--- config.mk ---
export PLATFORM = sky130hd
export DESIGN_NAME = curl_pow_seq
export DESIGN_NICKNAME = d
export VERILOG_FILES = /design/src/rtl/curl_pow_seq.sv
export SDC_FILE = /design/constraint.sdc
export NUM_CORES = 1
export LEC_CHECK = 0
export ABC_AREA = 1
export CAP_MARGIN = 20
export CORE_AREA = 2 2 223 225
export DETAILED_ROUTE_END_ITERATION = 6
export DIE_AREA = 0 0 225 227
export GPL_ROUTABILITY_DRIVEN = 0
export PLACE_DENSITY = 0.56
export SETUP_SLACK_MARGIN = 0.2
export SYNTH_ARGS = -nofsm -noshare
export SYNTH_HDL_FRONTEND = slang
export SYNTH_SLANG_ARGS = --single-unit
--- constraint.sdc ---
create_clock -name i_clk -period 15.4 [get_ports i_clk]
set_input_delay 3.85 -clock i_clk [delete_from_list [all_inputs] [get_ports i_clk]]
set_output_delay 3.85 -clock i_clk [all_outputs]
set_load 0.01 [all_outputs]
--- src/rtl/curl_pow_seq.sv ---
// Job sequencer for the Curl PoW core: resets the core, streams state words into it,
// runs the absorb transforms and the final PoW, and collects the nonce or aborts on iteration limit.
module curl_pow_seq #(
  parameter int NUM_BLOCKS = 33,
  parameter int RST_CYCLES = 2,
  parameter int ITER_W     = 32
) (
  input  logic              i_clk,
  input  logic              i_arst,
  input  logic              i_start,
  input  logic [31:0]       i_mwm_mask,
  input  logic [ITER_W-1:0] i_max_iter,
  input  logic              i_word_valid,
  input  logic [53:0]       i_word,
  output logic              o_word_ready,
  output logic              o_busy,
  output logic              o_done,
  output logic              o_timeout,
  output logic [161:0]      o_nonce,
  output logic [ITER_W-1:0] o_iter_cnt,
  output logic              o_core_arst_n,
  output logic              o_core_we,
  output logic [3:0]        o_core_addr,
  output logic [53:0]       o_core_data,
  output logic              o_core_transform,
  output logic              o_core_pow,
  output logic [31:0]       o_core_mwm_mask,
  input  logic              i_core_transforming,
  input  logic              i_core_pow_finish,
  input  logic              i_core_pow_hash_finish,
  input  logic [161:0]      i_core_data
);

  localparam int BLK_W = (NUM_BLOCKS > 1) ? $clog2(NUM_BLOCKS) : 1;
  localparam int RC_W  = (RST_CYCLES > 1) ? $clog2(RST_CYCLES) : 1;
  localparam logic [BLK_W-1:0] LAST_BLK = BLK_W'(NUM_BLOCKS - 1);
  localparam logic [RC_W-1:0]  RST_LAST = RC_W'(RST_CYCLES - 1);

  typedef enum logic [2:0] {
    S_IDLE, S_CORE_RST, S_LOAD, S_TRANSFORM, S_TF_WAIT, S_POW, S_POW_WAIT, S_ABORT_RST
  } state_t;

  state_t            state_reg;
  logic [31:0]       mask_reg;
  logic [ITER_W-1:0] max_iter_reg;
  logic [ITER_W-1:0] iter_reg;
  logic [ITER_W-1:0] iter_inc;
  logic [BLK_W-1:0]  blk_reg;
  logic [3:0]        word_reg;
  logic [RC_W-1:0]   rst_cnt_reg;
  logic              seen_reg;
  logic [161:0]      nonce_reg;
  logic              done_reg;
  logic              timeout_reg;
  logic              released_reg;
  logic              load_st;
  logic              word_accept;

  assign load_st     = (state_reg == S_LOAD);
  assign word_accept = load_st & i_word_valid;
  assign iter_inc    = (iter_reg == {ITER_W{1'b1}}) ? iter_reg : iter_reg + ITER_W'(1);

  // released_reg keeps the core in reset for the first cycle after our own reset is released.
  always_ff @(posedge i_clk or posedge i_arst) begin
    if (i_arst) begin
      state_reg    <= S_IDLE;
      mask_reg     <= '0;
      max_iter_reg <= '0;
      iter_reg     <= '0;
      blk_reg      <= '0;
      word_reg     <= '0;
      rst_cnt_reg  <= '0;
      seen_reg     <= 1'b0;
      nonce_reg    <= '0;
      done_reg     <= 1'b0;
      timeout_reg  <= 1'b0;
      released_reg <= 1'b0;
    end else begin
      done_reg     <= 1'b0;
      timeout_reg  <= 1'b0;
      released_reg <= 1'b1;
      case (state_reg)
        S_IDLE: begin
          if (i_start) begin
            mask_reg     <= i_mwm_mask;
            max_iter_reg <= i_max_iter;
            iter_reg     <= '0;
            blk_reg      <= '0;
            word_reg     <= '0;
            rst_cnt_reg  <= '0;
            seen_reg     <= 1'b0;
            state_reg    <= S_CORE_RST;
          end
        end
        S_CORE_RST, S_ABORT_RST: begin
          if (rst_cnt_reg == RST_LAST) begin
            rst_cnt_reg <= '0;
            state_reg   <= (state_reg == S_CORE_RST) ? S_LOAD : S_IDLE;
          end else begin
            rst_cnt_reg <= rst_cnt_reg + 1'b1;
          end
        end
        S_LOAD: begin
          if (word_accept) begin
            if (word_reg == 4'd8) begin
              word_reg  <= '0;
              state_reg <= (blk_reg < LAST_BLK) ? S_TRANSFORM : S_POW;
            end else begin
              word_reg <= word_reg + 1'b1;
            end
          end
        end
        S_TRANSFORM: begin
          seen_reg  <= 1'b0;
          state_reg <= S_TF_WAIT;
        end
        S_TF_WAIT: begin
          // Wait for a full high-then-low cycle of the core's transforming flag.
          if (i_core_transforming) begin
            seen_reg <= 1'b1;
          end else if (seen_reg) begin
            seen_reg  <= 1'b0;
            blk_reg   <= blk_reg + 1'b1;
            state_reg <= S_LOAD;
          end
        end
        S_POW: begin
          state_reg <= S_POW_WAIT;
        end
        S_POW_WAIT: begin
          if (i_core_pow_hash_finish) begin
            iter_reg <= iter_inc;
          end
          if (i_core_pow_finish) begin
            nonce_reg <= i_core_data;
            done_reg  <= 1'b1;
            state_reg <= S_IDLE;
          end else if (i_core_pow_hash_finish && (max_iter_reg != '0) && (iter_inc == max_iter_reg)) begin
            timeout_reg <= 1'b1;
            state_reg   <= S_ABORT_RST;
          end
        end
        default: state_reg <= S_IDLE;
      endcase
    end
  end

  assign o_word_ready     = load_st;
  assign o_busy           = (state_reg != S_IDLE);
  assign o_done           = done_reg;
  assign o_timeout        = timeout_reg;
  assign o_nonce          = nonce_reg;
  assign o_iter_cnt       = iter_reg;
  assign o_core_arst_n    = released_reg & (state_reg != S_CORE_RST) & (state_reg != S_ABORT_RST);
  assign o_core_we        = word_accept;
  assign o_core_addr      = word_reg;
  assign o_core_data      = i_word;
  assign o_core_transform = (state_reg == S_TRANSFORM);
  assign o_core_pow       = (state_reg == S_POW);
  assign o_core_mwm_mask  = mask_reg;

endmodule

==> impl_metrics.py, run 1 <==
metrics = {
    "final_layout": {
        "finalInstanceArea_sq_um": 18810,
        "num-nets-final": 2332,
        "drive_gt1_share_pct": 4.167,
        "layout_commonest_cell": "nand2_1",
        "antennaDiodeCount": 0,
        "largest_reg_flops": 162,
        "final_core_util_pct": 38.75,
        "area_growth_pct": 47.54,
        "final_cell_mix": "nand2_1, clkdlybuf4s50_1, dfrtp_1, inv_1, nor2_1",
    },
    "global_route": {
        "grt_usage_pct": 18.44,
        "grt-ovfl-total": 0,
        "grt_pass1_wl_microns": 72150,
        "antenna_found_initial": 10,
        "grt_pass1_vias": 12254,
        "grt_max_degree": 165,
    },
    "drt": {
        "routedWlPerCell_microns": 17.74,
        "wirelength_microns": 47640,
        "vias_per_cell": 4.490,
        "dr.pass1.iters": 5,
        "final_antenna_net_count": 0,
        "drcViolationCount": 0,
        "vias": 12059,
        "drtIter0Drc": 638,
    },
    "logic_synthesis": {
        "synth_edf_count": 0,
        "synth-compound-area-share_pct": 3.896,
        "ys_seq_area_share_pct": 54.17,
        "ys_async_sr_fraction_pct": 100.0,
        "synth_area_sq_um": 12750,
        "synth_seq_cells": 276,
        "synth_top_family_by_area": "simple AND/OR/NAND/NOR gates",
        "yosysWarnings": 0,
        "synth_cell_types": 36,
        "syn_nets": 1932,
        "synth_xor_area_share_pct": 1.030,
        "synth-simple-area-share_pct": 32.03,
        "synth_ff_type": "dfrtp_1",
        "synthAdderAreaFrac_pct": 0.3925,
        "synth_mux_area_share_pct": 0,
        "syn_inst": 1641,
        "avgSynthCellArea_sq_um": 7.769,
    },
    "pwr": {
        "power_leakage_nw": 8.903,
        "ir_drop_mv": 0.09781,
        "power_density_nw_per_um2": 175.8,
    },
    "placed_design": {
        "dp_hpwl_microns": 35350,
        "place_area_sq_um": 17670,
        "io_buffers": 470,
        "place_ws_ns": 6.553,
    },
    "cts": {
        "cts_root_buf": "clkbuf_16",
        "clk_pin_slew_worst_paths_ns": 0.05,
        "cts.htree.levels": 2,
        "cts_tree": "done",
        "cts_resized": 0,
        "cts_hold_buffers": 0,
        "clk_latency_ns": 0.53,
        "clock-sinks": 276,
        "cts_max_path_buffers": 3,
        "numCtsBuffers": 36,
        "post_cts_buffers": 0,
    },
    "sta": {
        "tns_ns": 0,
        "min_period_ns": 8.843,
        "fin_ws_ns": 6.557,
        "tightest_slew_ns": 1.066,
        "fin_worst_skew_ns": 0.01848,
        "timing.fmax_ghz": 0.1131,
        "drv_slew": 0,
        "rsz0062_at_grt": "false",
        "setup_violations": 0,
        "period_share_pct": 57.42,
        "finalHoldViolCount": 0,
        "slew_headroom_pct": 28.75,
        "hold-worst-slack_ns": 0.4639,
    },
    "setup_path": {
        "cp_max_fo": 2,
        "critical_path.startpoint_type": "input pin",
        "r2r-start": "o_iter_cnt[0]",
        "crit_end": "o_core_we",
        "ff2ff_path_depth": 17,
        "arrival_ns": 4.99,
        "crit_path_end_kind": "output port",
        "reg2reg_to": "state_reg[2]",
        "cp.required_ns": 11.55,
        "startpoint": "i_word_valid",
        "crit_type": "input pin to output port",
        "r2r_slack_ns": 12.17,
    },
    "die": {
        "core.rowCount": 81,
        "core_sq_um": 48550,
        "die_w_microns": 225,
        "die_h_microns": 227,
        "die_area_sq_um": 51080,
        "io_pins": 579,
        "initial_core_util_pct": 26.26,
    },
    "job": {
        "max_cap_violations": 0,
    },
    "outcome": {
        "outcome": "completed",
    },
    "worst_hold_path": {
        "whs_path_depth": 2,
        "hp-class": "register to register",
    },
}
==> worst max-delay path, cell delays in order <==
cell and delay (ns):
clkdlybuf4s50_1 0.48, nand2_1 0.07, inv_1 0.06, clkdlybuf4s50_1 0.53
==> synth_stat cells (10+ instances only) <==
library cell / number / area [sq um]
nand3_1: 75 / 375.4
clkbuf_1: 57 / 214.0
xor2_1: 14 / 122.6
inv_1: 107 / 401.6
nand2_1: 826 / 3100
nor2_1: 84 / 315.3
nand4_1: 10 / 62.56
dfrtp_1: 276 / 6907
buf_4: 54 / 405.4
o21ai_0: 56 / 280.3
o22ai_1: 23 / 143.9
==> power by group <==
part / switching, mW / leakage (nW) / internal, mW / total [mW]
Clock: 0.323 / 0.550 / 0.474 / 0.797
Combinational: 0.673 / 4.83 / 0.641 / 1.31
Sequential: 0.172 / 3.52 / 1.02 / 1.19
==> through the flow <==
stage	instances	power, mW
after floorplan	1641	1.732
after global placement	2624	2.516
after detailed placement	2624	2.537
after CTS	2685	3.360
after global routing	2686	3.522
final	2686	3.306
==> cell families (layout without fill, tap and decap cells) <==
group                      Yosys count  after routing
and+or+nand+nor                   1026           1026
buffers and inverters              228            651
xor gates and xnor gates            15             15
other                                1              1
AOI/OAI and AO/OA                   91             91
adders and majority gates            4              4
DFF                                276            276
==> how the worst min path moves through the flow <==
stage / start / end / slack (ns)
final: o_nonce[147] / o_nonce[147] / 0.46
after global routing: o_nonce[124] / o_nonce[124] / 0.49
after CTS: o_nonce[147] / o_nonce[147] / 0.47
after detailed placement: o_nonce[147] / o_nonce[147] / 0.46
after global placement: o_nonce[124] / o_nonce[124] / 0.45
after floorplan: rst_cnt_reg / rst_cnt_reg / 0.46
==> routing by layer <==
layer	track usage, %	vias up	part of all wire, %
met5	0	-	0.15
met4	6.067	12	2.6
met3	5.898	94	8.5
met2	33.89	424	52
met1	20.03	5729	37
li1	-	5800	-
==> layout make-up <==
| class | instances | area [sq um] |
|---|---|---|
| Fill cell | 5006 | 29730 |
| Sequential cell | 276 | 6907 |
| Timing Repair Buffer | 478 | 4797 |
| Multi-Input combinational cell | 1137 | 4786 |
| Clock buffer | 54 | 1059 |
| Tap cell | 622 | 778.2 |
| Inverter | 112 | 430.4 |
| Clock inverter | 7 | 53.80 |
(Power assumes the default switching activity.)
==> run 2, diff against run 1 <==
- CORE_AREA: 2 2 223 225 -> 2 2 222 224
- DIE_AREA: 0 0 225 227 -> 0 0 224 226
- PLACE_DENSITY: 0.56 -> 0.58
- clock period: 15.4 -> 7.5 ns (I/O delays scaled with it)
==> impl_metrics.py, run 2 (same netlist as run 1, synthesis figures left out) <==
metrics = {
    "global_route": {
        "grt_pass1_wl_microns": 71420,
        "grt_pass1_vias": 12178,
        "grt-ovfl-total": 0,
        "grt_max_degree": 164,
        "grt_usage_pct": 18.40,
        "antenna_found_initial": 13,
    },
    "pwr": {
        "ir_drop_mv": 0.1859,
        "intPower_mw": 4.474,
        "netSwitchingFraction_pct": 35.16,
        "power_leakage_nw": 8.948,
        "p_sw_mw": 2.427,
        "power_density_nw_per_um2": 364.8,
        "power.share.clock_pct": 25.4,
        "seq_power_share_pct": 35.5,
        "p_total_mw": 6.901,
        "pwr-share-comb_pct": 39.1,
    },
    "die": {
        "core_sq_um": 48340,
        "die_h_microns": 226,
        "initial_core_util_pct": 26.37,
        "die_area_sq_um": 50620,
        "io_pins": 579,
        "die_w_microns": 224,
        "core.rowCount": 81,
    },
    "job": {
        "max_cap_violations": 0,
    },
    "drt": {
        "drtIter0Drc": 793,
        "vias": 12108,
        "vias_per_cell": 4.494,
        "final_antenna_net_count": 0,
        "dr.pass1.iters": 7,
        "wirelength_microns": 47420,
        "drcViolationCount": 2,
        "routedWlPerCell_microns": 17.60,
    },
    "final_layout": {
        "layout.cells.non_filler": 2694,
        "layout_commonest_cell": "nand2_1",
        "drive_gt1_share_pct": 4.589,
        "num-nets-final": 2333,
        "finalInstanceArea_sq_um": 18920,
        "final_core_util_pct": 39.13,
        "largest_reg_flops": 162,
        "area_growth_pct": 48.38,
        "final_cell_mix": "nand2_1, clkdlybuf4s50_1, dfrtp_1, inv_1, nor2_1",
    },
    "cts": {
        "cts.htree.levels": 2,
        "post_cts_buffers": 0,
        "numCtsBuffers": 36,
        "cts_max_path_buffers": 3,
        "clk_pin_slew_worst_paths_ns": 0.06,
        "clock-sinks": 276,
        "clk_latency_ns": 0.53,
        "cts_hold_buffers": 0,
        "cts_root_buf": "clkbuf_16",
        "cts_tree": "done",
        "cts_resized": 0,
    },
    "sta": {
        "tightest_slew_ns": 1.076,
        "tns_ns": 0,
        "finalHoldViolCount": 0,
        "setup_violations": 0,
        "slew_headroom_pct": 28.10,
        "rsz0062_at_grt": "false",
        "drv_slew": 0,
        "hold-worst-slack_ns": 0.4660,
        "period_share_pct": 65.09,
        "min_period_ns": 4.881,
        "timing.fmax_ghz": 0.2049,
        "fin_ws_ns": 2.619,
        "fin_worst_skew_ns": 0.01744,
    },
    "placed_design": {
        "place_ws_ns": 2.619,
        "place_area_sq_um": 17670,
        "io_buffers": 470,
        "dp.cells": 2625,
        "dp_hpwl_microns": 35240,
    },
    "outcome": {
        "outcome": "finished with violations",
        "violations": "DRC",
    },
    "setup_path": {
        "crit_path_end_kind": "output port",
        "critical_path.startpoint_type": "input pin",
        "cp.required_ns": 5.62,
        "crit_type": "input pin to output port",
        "arrival_ns": 3.01,
        "cp_max_fo": 2,
    },
    "worst_hold_path": {
        "hp-class": "register to register",
    },
}
run 2: cell types whose count changed in the layout (fill, tap and decap cells not counted):
cell        change
clkbuf_8        +3
inv_8           -1
clkinv_8        -1
buf_4           +1
clkbuf_1        -4
clkinv_1        +1
bufinv_16       +1
clkbuf_16       +1
inv_6           +1
diode_2         +2
clkinvlp_4      +3
clkinv_2        +2
inv_2           -1
run 2: final timing paths:
path	startpoint	to	slack, ns	cells past startpoint
max	i_word_valid	o_core_we	2.62	4
min	o_nonce[146]	o_nonce[146]	0.47	2
max reg2reg	o_iter_cnt[0]	state_reg[2]	4.33	17
min reg2reg	o_nonce[146]	o_nonce[146]	0.47	2
max in group asynchronous	i_arst	o_core_mwm_mask[14]	4.23	4
min in group asynchronous	i_arst	o_nonce[150]	1.89	3
run 2: cell type report:
class	instances	area, sq um
clock inverters	12	101.3
multi-input cells	1137	4786
diodes	2	5.005
inverters	112	426.7
flip-flops and latches	276	6907
fillers	4857	29420
well taps	622	778.2
clock buffers	54	1110
repair buffers	479	4805
run 2: worst max-delay path, cell delays in order:
cell,delay (ns)
clkdlybuf4s50_1,0.48
nand2_1,0.07
inv_1,0.06
clkdlybuf4s50_1,0.52
run 2: power groups by stage:
stage	Combinational (mW)	Sequential [mW]	Clock (mW)
after floorplan	0.896	2.66	0
after global placement	2.72	2.45	0
after detailed placement	2.74	2.46	0
after CTS	2.75	2.46	1.80
after global routing	2.94	2.53	1.86
final	2.70	2.45	1.75
run 2: metal layers:
metal / global-route usage [%] / wire (microns) / up-vias
li1: - / - / 5797
met1: 19.73 / 16860 / 5689
met2: 33.72 / 24740 / 497
met3: 6.896 / 4467 / 107
met4: 5.118 / 1222 / 18
met5: 0 / 127 / -
==> run 3, diff against run 2 <==
- clock period: 7.5 -> 3.95 ns (I/O delays scaled with it)
==> impl_metrics.py, run 3 (same netlist as run 1, synthesis figures left out) <==
metrics = {
    "cts": {
        "cts_tree": "done",
        "clk_latency_ns": 0.53,
        "post_cts_buffers": 0,
        "clk_pin_slew_worst_paths_ns": 0.06,
        "numCtsBuffers": 35,
        "cts_root_buf": "clkbuf_16",
        "cts_max_path_buffers": 3,
        "cts.htree.levels": 2,
        "cts_resized": 0,
        "cts_hold_buffers": 0,
        "clock-sinks": 276,
    },
    "drt": {
        "wl_met2_microns": 24500,
        "drtIter0Drc": 856,
        "vias": 12130,
        "wirelength_microns": 48050,
        "vias_per_cell": 4.488,
        "routedWlPerCell_microns": 17.78,
        "final_antenna_net_count": 0,
        "dr.pass1.iters": 5,
        "wl_met1_microns": 17630,
        "drcViolationCount": 0,
        "top_layer_used": "met5",
        "wl_met3_microns": 4388,
    },
    "final_layout": {
        "final_core_util_pct": 39.24,
        "largest_reg_flops": 162,
        "drive_gt1_share_pct": 4.574,
        "layout_commonest_cell": "nand2_1",
        "area_growth_pct": 48.77,
        "num-nets-final": 2343,
        "final_cell_mix": "nand2_1, clkdlybuf4s50_1, dfrtp_1, inv_1, nor2_1",
    },
    "placed_design": {
        "io_buffers": 470,
        "dp_hpwl_microns": 36600,
        "place_ws_ns": 0.8297,
    },
    "sta": {
        "fin_ws_ns": 0.6461,
        "setup_violations": 0,
        "slew_headroom_pct": 38.32,
        "tns_ns": 0,
        "tightest_slew_ns": 0.9252,
        "timing.fmax_ghz": 0.3027,
        "rsz0062_at_grt": "false",
        "drv_slew": 0,
        "finalHoldViolCount": 0,
        "fin_worst_skew_ns": 0.01371,
        "period_share_pct": 83.64,
        "min_period_ns": 3.304,
    },
    "setup_path": {
        "startpoint": "state_reg[1]",
        "arrival_ns": 2.32,
        "critical_path.startpoint_type": "register",
        "cp_max_fo": 5,
        "crit_path_max_incr_delay_ns": 0.52,
        "slowest_stage": "clkdlybuf4s50_1",
        "path_buf_inv": 4,
        "crit_type": "register to output port",
        "r2r-start": "o_iter_cnt[0]",
        "crit_path_end_kind": "output port",
        "crit_top_cell": "inv_1",
        "cp.required_ns": 2.96,
        "crit_chain": "inv_1, nor2_1, nand2_1, inv_1, nand2_1, inv_1, clkdlybuf4s50_1",
        "cp_top_family": "buffers and inverters",
    },
    "worst_hold_path": {
        "hp-class": "register to register",
        "worstHoldStart": "o_nonce[40]",
    },
    "global_route": {
        "grt_max_degree": 164,
        "grt_usage_pct": 18.66,
        "grt_pass1_vias": 12198,
        "antenna_found_initial": 12,
        "grt-ovfl-total": 0,
        "grt_pass1_wl_microns": 72050,
    },
    "die": {
        "io_pins": 579,
        "die_area_sq_um": 50620,
        "die_h_microns": 226,
        "core.rowCount": 81,
        "initial_core_util_pct": 26.37,
        "core_sq_um": 48340,
        "die_w_microns": 224,
    },
    "pwr": {
        "power_leakage_nw": 8.977,
        "ir_drop_mv": 0.4987,
        "p_total_mw": 13.00,
        "power_density_nw_per_um2": 685.5,
    },
    "outcome": {
        "outcome": "completed",
    },
    "job": {
        "max_cap_violations": 0,
    },
}
==> run 3: cell count changes in the layout (fill, tap and decap cells not counted), sizes merged <==
cell	delta
buf	+11
clkinvlp	-2
clkinv	-1
clkbuf	+1
diode	+2
inv	-2
==> run 3: power by group <==
| group | switching (mW) | total, mW | leakage, nW | internal, mW |
|---|---|---|---|---|
| clock network | 1.26 | 3.17 | 0.557 | 1.91 |
| logic | 2.64 | 5.17 | 4.90 | 2.52 |
| registers | 0.680 | 4.67 | 3.52 | 3.98 |
==> run 3: final timing paths <==
kind                                       endpoint  slack, ns  depth (start not counted)
worst min register to register          o_nonce[40]       0.47                          2
worst min-delay path                    o_nonce[40]       0.47                          2
worst max register to register         state_reg[2]       0.96                         17
max in group asynchronous       o_core_mwm_mask[19]       2.15                          3
worst max-delay path                      o_core_we       0.65                          7
min in group asynchronous              o_nonce[153]       1.00                          2
==> run 3: layer usage <==
layer	global-route usage, %	vias up
met3	6.961	90
met2	33.00	469
met4	6.194	16
met5	0	-
li1	-	5826
met1	20.63	5729
==> run 3: metrics by stage <==
stage	instances	instance area, sq um	hold slack (ns)
floorplan	1641	12750	0.4612
global placement	2637	17830	0.4531
detailed placement	2637	17830	0.4572
CTS	2699	18960	0.4710
global route	2700	18960	0.4879
finish	2703	18970	0.4664
==> run 3: worst register-to-register path: cells and delay by family, from the launching register on <==
kind	cells	cell delay (ns)
adders and majority gates	1	0.35
DFF	1	0.42
buffers and inverters	1	0.08
and+or+nand+nor	14	1.85
xor gates and xnor gates	1	0.17
==> run 3: final cells by class <==
| cell class | instances | area, sq um |
|---|---|---|
| antenna | 4 | 10.01 |
| clock buffer | 55 | 1064 |
| clock inverter | 7 | 60.06 |
| fill | 4915 | 29370 |
| inverter | 112 | 426.7 |
| multi-input combinational | 1137 | 4781 |
| sequential | 276 | 6907 |
| tap | 622 | 778.2 |
| timing repair buffer | 490 | 4942 |
